$ cat config.mk
export PLATFORM = sky130hd
export DESIGN_NAME = dm_bus_arbiter
export DESIGN_NICKNAME = d
export VERILOG_FILES = /design/src/rtl/dm_bus_arbiter.sv
export SDC_FILE = /design/constraint.sdc
export NUM_CORES = 1
export LEC_CHECK = 0
export CORE_MARGIN = 3
export CORE_UTILIZATION = 43
export CTS_BUF_LIST = sky130_fd_sc_hd__clkbuf_8
export DETAILED_ROUTE_END_ITERATION = 16
export PLACE_DENSITY = 0.89
export SLEW_MARGIN = 15
export SYNTH_ARGS = -nofsm -noshare
export SYNTH_HDL_FRONTEND = slang
export SYNTH_SLANG_ARGS = --single-unit
$ cat constraint.sdc
create_clock -name clk -period 4.98 [get_ports clk]
set_clock_uncertainty 0.1 [all_clocks]
set_input_delay 0.747 -clock clk [delete_from_list [all_inputs] [get_ports clk]]
set_output_delay 0.747 -clock clk [all_outputs]
set_load 0.05 [all_outputs]
$ cat src/rtl/dm_bus_arbiter.sv
// Round-robin arbiter for the shared data-memory port between the CPU M stage
// and a DMA master, with variable-latency req/ack sequencing and timeout abort.
module dm_bus_arbiter #(
  parameter int unsigned TIMEOUT = 16,
  parameter int unsigned CNT_W   = 5
) (
  input  logic        clk,
  input  logic        reset,
  input  logic        cpu_req,
  input  logic [31:0] cpu_addr,
  input  logic [3:0]  cpu_byteen,
  input  logic [31:0] cpu_wdata,
  output logic        cpu_stall,
  output logic [31:0] cpu_rdata,
  input  logic        dma_req,
  input  logic [31:0] dma_addr,
  input  logic [3:0]  dma_byteen,
  input  logic [31:0] dma_wdata,
  output logic        dma_done,
  output logic [31:0] dma_rdata,
  output logic        mem_req,
  output logic [31:0] mem_addr,
  output logic [3:0]  mem_byteen,
  output logic [31:0] mem_wdata,
  input  logic        mem_ack,
  input  logic [31:0] mem_rdata,
  output logic        bus_err
);

  typedef enum logic [1:0] {
    IDLE     = 2'd0,
    CPU_BUSY = 2'd1,
    DMA_BUSY = 2'd2
  } state_e;

  localparam int unsigned AW = 32;
  localparam int unsigned BW = 4;

  state_e           state_q, state_d;
  logic             last_dma_q, last_dma_d;
  logic [CNT_W-1:0] cnt_q, cnt_d;
  logic             mem_req_q, mem_req_d;
  logic [AW-1:0]    mem_addr_q, mem_addr_d;
  logic [BW-1:0]    mem_byteen_q, mem_byteen_d;
  logic [AW-1:0]    mem_wdata_q, mem_wdata_d;
  logic [AW-1:0]    cpu_rdata_q, cpu_rdata_d;
  logic [AW-1:0]    dma_rdata_q, dma_rdata_d;
  logic             dma_done_q, dma_done_d;
  logic             bus_err_q, bus_err_d;

  logic busy;
  logic timeout_hit;
  logic grant_cpu;
  logic grant_dma;

  assign busy        = (state_q != IDLE);
  assign timeout_hit = busy && !mem_ack && (cnt_q == CNT_W'(TIMEOUT - 1));

  // On a tie the side that did not win last time is granted.
  assign grant_cpu = cpu_req && (!dma_req || last_dma_q);
  assign grant_dma = dma_req && (!cpu_req || !last_dma_q);

  assign cpu_stall = cpu_req && !((state_q == CPU_BUSY) && (mem_ack || timeout_hit));

  always_ff @(posedge clk) begin
    if (!reset) begin
      state_q      <= IDLE;
      last_dma_q   <= 1'b1;
      cnt_q        <= '0;
      mem_req_q    <= 1'b0;
      mem_addr_q   <= '0;
      mem_byteen_q <= '0;
      mem_wdata_q  <= '0;
      cpu_rdata_q  <= '0;
      dma_rdata_q  <= '0;
      dma_done_q   <= 1'b0;
      bus_err_q    <= 1'b0;
    end else begin
      state_q      <= state_d;
      last_dma_q   <= last_dma_d;
      cnt_q        <= cnt_d;
      mem_req_q    <= mem_req_d;
      mem_addr_q   <= mem_addr_d;
      mem_byteen_q <= mem_byteen_d;
      mem_wdata_q  <= mem_wdata_d;
      cpu_rdata_q  <= cpu_rdata_d;
      dma_rdata_q  <= dma_rdata_d;
      dma_done_q   <= dma_done_d;
      bus_err_q    <= bus_err_d;
    end
  end

  always_comb begin
    state_d      = state_q;
    last_dma_d   = last_dma_q;
    cnt_d        = cnt_q;
    mem_req_d    = mem_req_q;
    mem_addr_d   = mem_addr_q;
    mem_byteen_d = mem_byteen_q;
    mem_wdata_d  = mem_wdata_q;
    cpu_rdata_d  = cpu_rdata_q;
    dma_rdata_d  = dma_rdata_q;
    dma_done_d   = 1'b0;
    bus_err_d    = bus_err_q;

    case (state_q)
      IDLE: begin
        if (grant_cpu) begin
          state_d      = CPU_BUSY;
          last_dma_d   = 1'b0;
          cnt_d        = '0;
          mem_req_d    = 1'b1;
          mem_addr_d   = {cpu_addr[31:2], 2'b00};
          mem_byteen_d = cpu_byteen;
          mem_wdata_d  = cpu_wdata;
        end else if (grant_dma) begin
          state_d      = DMA_BUSY;
          last_dma_d   = 1'b1;
          cnt_d        = '0;
          mem_req_d    = 1'b1;
          mem_addr_d   = {dma_addr[31:2], 2'b00};
          mem_byteen_d = dma_byteen;
          mem_wdata_d  = dma_wdata;
        end
      end
      CPU_BUSY, DMA_BUSY: begin
        if (mem_ack || timeout_hit) begin
          state_d    = IDLE;
          mem_req_d  = 1'b0;
          dma_done_d = (state_q == DMA_BUSY);
          // An abort returns zero data; a completed store leaves rdata alone.
          if (timeout_hit) begin
            bus_err_d = 1'b1;
            if (state_q == CPU_BUSY) cpu_rdata_d = '0;
            else                     dma_rdata_d = '0;
          end else if (mem_byteen_q == '0) begin
            if (state_q == CPU_BUSY) cpu_rdata_d = mem_rdata;
            else                     dma_rdata_d = mem_rdata;
          end
        end else begin
          cnt_d = cnt_q + CNT_W'(1);
        end
      end
      default: state_d = IDLE;
    endcase
  end

  assign mem_req    = mem_req_q;
  assign mem_addr   = mem_addr_q;
  assign mem_byteen = mem_byteen_q;
  assign mem_wdata  = mem_wdata_q;
  assign cpu_rdata  = cpu_rdata_q;
  assign dma_rdata  = dma_rdata_q;
  assign dma_done   = dma_done_q;
  assign bus_err    = bus_err_q;

endmodule

==> metrics.txt, run 1 <==
GPL Wtd Cong=0.8687; Final Cell Area=9016 um2; Max Cap Viol=0; FF-to-FF setup slack=2.08 ns; Die Span X=119.0 um; register area share after synthesis=51.40%; status=complete, no violations; worst hold slack=0.3514 ns; post-layout util=73.53%; Slew HR=30.85%; Worst-Margin Slew=1.037 ns; # IOs=309; initial antenna violation count=1; leak pwr=3.152 nW; post-route ant nets=0; Synth Area in XOR/XNOR=0%; row count=40; Post-Place Cells=1079; Hold Vio Cnt, Final=0; Die Y=119.0 um; total grt overflow=0; WL per Instance=16.89 um; antenna diode count=0; largest buffer count on any clock path=2; share of cells above drive strength 1=5.302%; placed cell area=8578 um2; setup TNS=0 ns; Tightest Hold Check Type=flop to flop; core box area=12260 um2; Routed WL=18.77 mm; Critical Path AT=2.80 ns; CP startpoint kind=flop; share of the synthesized area in the top cell type=51.40%; DR vias=5937; largest net degree at the start of global routing=73; Yosys cell types=36; Synth Area in Compound Gates=23.99%; CTS Buf Count=17; routed vias/inst=5.344; H-tree level count=4; RSZ-0062 raised after global routing=false; NumNets Final=1108; Cells after Synth=659; Cell Area, Synth=5492 um2; area grow syn2layout=64.18%; Hold Startpoint=dma_rdata[24]; peak supply drop=0.2118 mV; Hold Buf Count CTS=0; average size of a mapped cell=8.333 um2; CP Class=flop to output port; Crit Path Max Fanout=4; Cell Count, Final, Fillers Out=1111; post-synthesis simple-gate area fraction=18.20%; Post-synth EDFFs=0; crit path capture=cpu_stall; leading area contributor after synthesis=dfxtp_1; # DRC=0; Die Footprint=14160 um2; DRT iter0 DRCs=561; CTS root buf=clkbuf_8; Overall Global Routing Usage=25.87%; number of post-CTS setup repair buffers=0; IO Port Bufs=302; vias in the first global route=5782; Post-Route M1 WL=7.099 mm; fraction of registers with async set/reset=0%; Setup crit end kind=output port; initial core utilization=44.79%; largest family of logic cells by synthesized area=compound AO/OA/AOI/OAI gates; first-pass GRT wire length=29.30 mm; Main synth FF type=dfxtp_1; Reg2Reg Depth=8; clk slew on worst S/H paths=0.08 ns; final worst-path cycle share=73.16%; yosys warns=0; Resized cells post-CTS=0; Cell Pwr Density=340.7 nW/um2; clock sinks=141; highest metal used=met5; drt first pass iters=5; largest cells by area after synthesis=dfxtp_1 51%, o21ai_0 12%, nand2_1 9.4%, a22oi_1 9.0%, nand3_1 6.5%; Fmax=274.5 MHz; final critical-path required period=3.643 ns; Crit. Startpoint=cnt_q[0]; Post-Synth Adder-Cell Area=1.139%; insertion delay to the later sink of the worst-skew pair=0.45 ns; Worst EP required=4.13 ns; Reg-to-Reg Start=cnt_q[0]; CTS tree=built; HPWL after DPL=13.76 mm; routed length on met2=9.310 mm; reg2reg end=dma_rdata[16]; register bit count reported by yosys=141; multiplexer share of the synthesized area=0%; Final Max Tran Viols=0; final setup fails=0; Detail Route met3 WL=1.660 mm
-- flip-flops by register name, indices dropped and copies added, names as in the netlist --
| name | count |
|---|---|
| cnt_q | 5 |
| mem_addr | 30 |
| mem_wdata | 32 |
| dma_done | 1 |
| last_dma_q | 1 |
| bus_err | 1 |
| state_q | 2 |
| mem_req | 1 |
| dma_rdata | 32 |
| mem_byteen | 4 |
| cpu_rdata | 32 |
-- critical path, stage by stage (launching register included) --
cell and delay (ns):
dfxtp_1 0.34, ha_1 0.23, and3_1 0.19, ha_1 0.24, nor2b_1 0.19, o21ai_0 0.19, and2_1 0.14, clkdlybuf4s50_1 0.83
-- metrics by stage --
step           setup WS (ns)  power [mW]
6_report               1.337       3.072
5_1_grt                1.198       3.194
4_1_cts                1.309       3.088
3_5_place_dp           1.644       2.105
3_3_place_gp           1.630       2.094
2_1_floorplan          2.524       1.747
-- synthesized netlist by cell type (2+ instances only) --
library cell  instances
o21ai_0             128
buf_4                 2
nand3_1              71
buf_2                18
buf_1                 3
or3b_1                2
clkbuf_2              6
inv_1                 6
o21ai_1               8
nor2b_1               2
a31oi_1               2
o22ai_4               2
ha_1                  5
dfxtp_1             141
nor2_1                4
o31ai_1               2
and3_1                2
a21boi_1              2
clkbuf_1             30
a32oi_1               2
nand2_1             137
a21oi_1               5
a22oi_1              66
-- final cells by class --
cell class	instances	area, um2
Fill cell	904	3246
Timing Repair Buffer	310	3090
Sequential cell	141	2823
Multi-Input combinational cell	453	2429
Clock buffer	22	302.8
Tap cell	168	210.2
Clock inverter	10	135.1
Inverter	7	26.28
-- cell usage in the layout, fill, tap and decap left out, types with 2 or more instances in the layout --
cell type	count
or3b_1	2
clkinv_2	3
o21ai_0	128
inv_1	6
a22oi_1	66
o22ai_4	2
a21oi_1	4
a21boi_4	2
o21ai_1	8
conb_1	2
bufinv_16	3
a21oi_4	2
clkdlybuf4s50_1	301
nor2b_1	2
buf_4	7
nor2_1	4
nand3_1	71
a32oi_1	2
clkbuf_8	22
ha_1	5
and3_1	2
o31ai_1	2
a31oi_1	2
dfxtp_1	141
clkinvlp_4	4
nand2_1	137
-- power breakdown --
part	leakage (nW)	internal [mW]	switching [mW]
sequential	1.15	1.21	0.0450
clock	0.213	0.559	0.430
combinational	1.79	0.316	0.512
-- worst min path at each step --
stage	endpoint	slack, ns	depth (start not counted)
floorplan	cnt_q[4]	0.34	2
finish	dma_rdata[24]	0.35	2
global placement	mem_wdata[25]	0.33	2
CTS	dma_rdata[24]	0.35	2
global route	bus_err	0.37	2
detailed placement	mem_addr[8]	0.34	2
-- cell families after synthesis --
group / after synthesis
simple gates: 227
other cells: 1
flops: 141
buf+inv: 66
fa+ha+maj: 5
compound gates: 219
-- metal layers --
metal  vias up  track usage [%]
li1       2856                -
met1      2753            29.13
met2       267            43.24
met3        59            9.402
met4         2            12.53
met5         -                0
(Power assumes the default switching activity.)
==> inputs of run 2 (changes only) <==
--- a/config.mk
+++ b/config.mk
@@ -6,10 +6,10 @@
 export NUM_CORES = 1
 export LEC_CHECK = 0
 export CORE_MARGIN = 3
-export CORE_UTILIZATION = 43
+export CORE_UTILIZATION = 36
 export CTS_BUF_LIST = sky130_fd_sc_hd__clkbuf_8
 export DETAILED_ROUTE_END_ITERATION = 16
-export PLACE_DENSITY = 0.89
+export PLACE_DENSITY = 0.79
 export SLEW_MARGIN = 15
 export SYNTH_ARGS = -nofsm -noshare
 export SYNTH_HDL_FRONTEND = slang
==> constraint.sdc (replaced) <==
create_clock -name clk -period 3.3 [get_ports clk]
set_clock_uncertainty 0.1 [all_clocks]
set_input_delay 0.495 -clock clk [delete_from_list [all_inputs] [get_ports clk]]
set_output_delay 0.495 -clock clk [all_outputs]
set_load 0.05 [all_outputs]
==> run 2 against run 1 <==
Compared with the run above:
- global-route usage down 5.4 points
- final cell count up 1.6%
- clock-buffer cell count down 4
- first-iteration DRC count down 30%
- highest routed layer is now met4
- sequential power up 51%
- via count down 3.3%
==> metrics.txt, run 2 (synthesis results as in run 1) <==
IO Port Bufs=302 (unchanged); Max Cap Viol=0 (unchanged); Fmax=361.1 MHz; worst hold slack=0.3493 ns (-0.002147 ns); Worst-Margin Slew=0.7244 ns (-0.3129 ns); first-pass GRT wire length=26.88 mm (-8.2%); initial core utilization=37.22% (-7.6 points); commonest non-fill, non-tap cell in the layout=clkdlybuf4s50_1; share of cells above drive strength 1=5.608% (+0.31 points); peak supply drop=0.3109 mV (+47%); crit path capture=cpu_stall; final worst-path cycle share=83.93%; NumNets Final=1110 (+0.18%); # IOs=309 (unchanged); FF-to-FF setup slack=0.98 ns (-1.10 ns); Critical Path AT=2.17 ns (-0.63 ns); largest buffer count on any clock path=2 (unchanged); Die Footprint=16770 um2 (+18%); largest net degree at the start of global routing=72 (-1.4%); CTS root buf=clkbuf_8; worst-path cell chain=ha_1, and3_1, ha_1, nor2b_1, o21ai_0, and2_1, buf_4; Cell Pwr Density=505.8 nW/um2 (+48%); RSZ-0062 raised after global routing=false; Reg2Reg Depth=7 (-1); Slew HR=51.58% (+21 points); final critical-path required period=2.770 ns; routed vias/inst=5.086 (-4.8%); H-tree level count=4 (unchanged); Resized cells post-CTS=0 (unchanged); # DRC=0 (unchanged); Overall Global Routing Usage=20.44% (-5.4 points); CTS Buf Count=17 (unchanged); row count=44 (+10%); Die Span X=129.5 um (+8.8%); crit-path most repeated cell=ha_1; Crit. Startpoint=cnt_q[0]; reg2reg end=cnt_q[2]; overall power=4.611 mW (+50%); Tightest Hold Check Type=flop to flop; CP Class=flop to output port; status=complete, no violations; drt first pass iters=5 (unchanged); Post-Place Cells=1097 (+1.7%); CP startpoint kind=flop; clk slew on worst S/H paths=0.08 ns (about the same); core box area=14750 um2 (+20%); commonest non-fill, non-tap cells in the layout=300 x clkdlybuf4s50_1, 141 x dfxtp_1, 136 x nand2_1; GPL Wtd Cong=0.8255 (-5.0%); clock sinks=141 (unchanged); Routed WL=18.12 mm (-3.5%); leak pwr=3.175 nW (+0.74%); HPWL after DPL=13.28 mm (-3.4%); highest metal used=met4; Hold Buf Count CTS=0 (unchanged); Crit Path Max Fanout=4 (unchanged); Final Max Tran Viols=0 (unchanged); vias in the first global route=5130 (-11%); Die Y=129.5 um (+8.8%); Cell Count, Final, Fillers Out=1129 (+1.6%); Hold Vio Cnt, Final=0 (unchanged); Fillers=1309 (+45%); antenna diode count=0 (unchanged); post-route ant nets=0 (unchanged); Critical-path top delay cell=dfxtp_1; Detail Route met3 WL=1.472 mm (-11%); area grow syn2layout=66.01%; total grt overflow=0 (unchanged); DR vias=5742 (-3.3%); DRT iter0 DRCs=392 (-30%); number of post-CTS setup repair buffers=0 (unchanged); insertion delay to the later sink of the worst-skew pair=0.44 ns (about the same); final setup fails=0 (unchanged); WL per Instance=16.05 um (-5.0%); max incr delay on CP=0.39 ns (-0.44 ns); Setup crit end kind=output port; CTS tree=built; initial antenna violation count=0 (-1); Worst EP required=2.70 ns (-1.43 ns); routed length on met2=8.764 mm (-5.9%); setup TNS=0 ns (unchanged); Post-Route M1 WL=7.547 mm (+6.3%); Reg-to-Reg Start=cnt_q[0]
[run 2: cell count changes in the layout (fill, tap and decap cells not counted), sizes merged]
cell           delta
clkinv            -1
inv               +4
buf               +3
clkdlybuf4s50     -1
clkinvlp          +1
clkbuf            -4
[run 2: worst min path at each step]
stage	cells after the start	endpoint	slack, ns	startpoint
after floorplan	2	cnt_q[4]	0.34	cnt_q[4]
after detailed placement	2	dma_rdata[24]	0.34	dma_rdata[24]
after global routing	2	dma_rdata[25]	0.37	dma_rdata[25]
final	2	dma_rdata[24]	0.35	dma_rdata[24]
after CTS	2	dma_rdata[24]	0.35	dma_rdata[24]
after global placement	2	mem_wdata[16]	0.33	mem_wdata[16]
[run 2: area by class of cell]
class	count	area, um2	share of cell area [%]
repair buffers	312	3191	35.00
flip-flops and latches	141	2823	30.96
multi-input cells	453	2431	26.67
clock buffers	18	247.7	2.718
well taps	184	230.2	2.525
clock inverters	14	167.7	1.839
inverters	7	26.28	0.2882
[run 2: power by group]
part	leakage [nW]	total (mW)	internal [mW]	switching (mW)
logic	1.83	1.27	0.496	0.773
clock network	0.199	1.45	0.768	0.684
registers	1.15	1.89	1.82	0.0651
[run 2: critical path, delay by kind of cell, from the launching register on]
kind / cells / cell delay [ns]
fa+ha+maj: 2 / 0.44
compound gates: 1 / 0.13
buf+inv: 1 / 0.19
simple gates: 3 / 0.61
flops: 1 / 0.39
[run 2: per-layer routing]
| metal | vias to the layer above | GRT usage (%) |
|---|---|---|
| li1 | 2858 | - |
| met1 | 2635 | 25.51 |
| met2 | 230 | 32.90 |
| met3 | 19 | 7.502 |
| met4 | 0 | 6.724 |
| met5 | - | 0 |
[run 2: stage by stage]
stage          util (%)  worst slack [ns]  cell area, um2
5_1_grt           61.79            0.3119            9116
2_1_floorplan         -             1.096            5495
3_5_place_dp      58.97            0.7500            8701
3_3_place_gp      58.97            0.8282            8701
4_1_cts           61.79            0.4889            9116
6_report          61.79            0.5303            9116
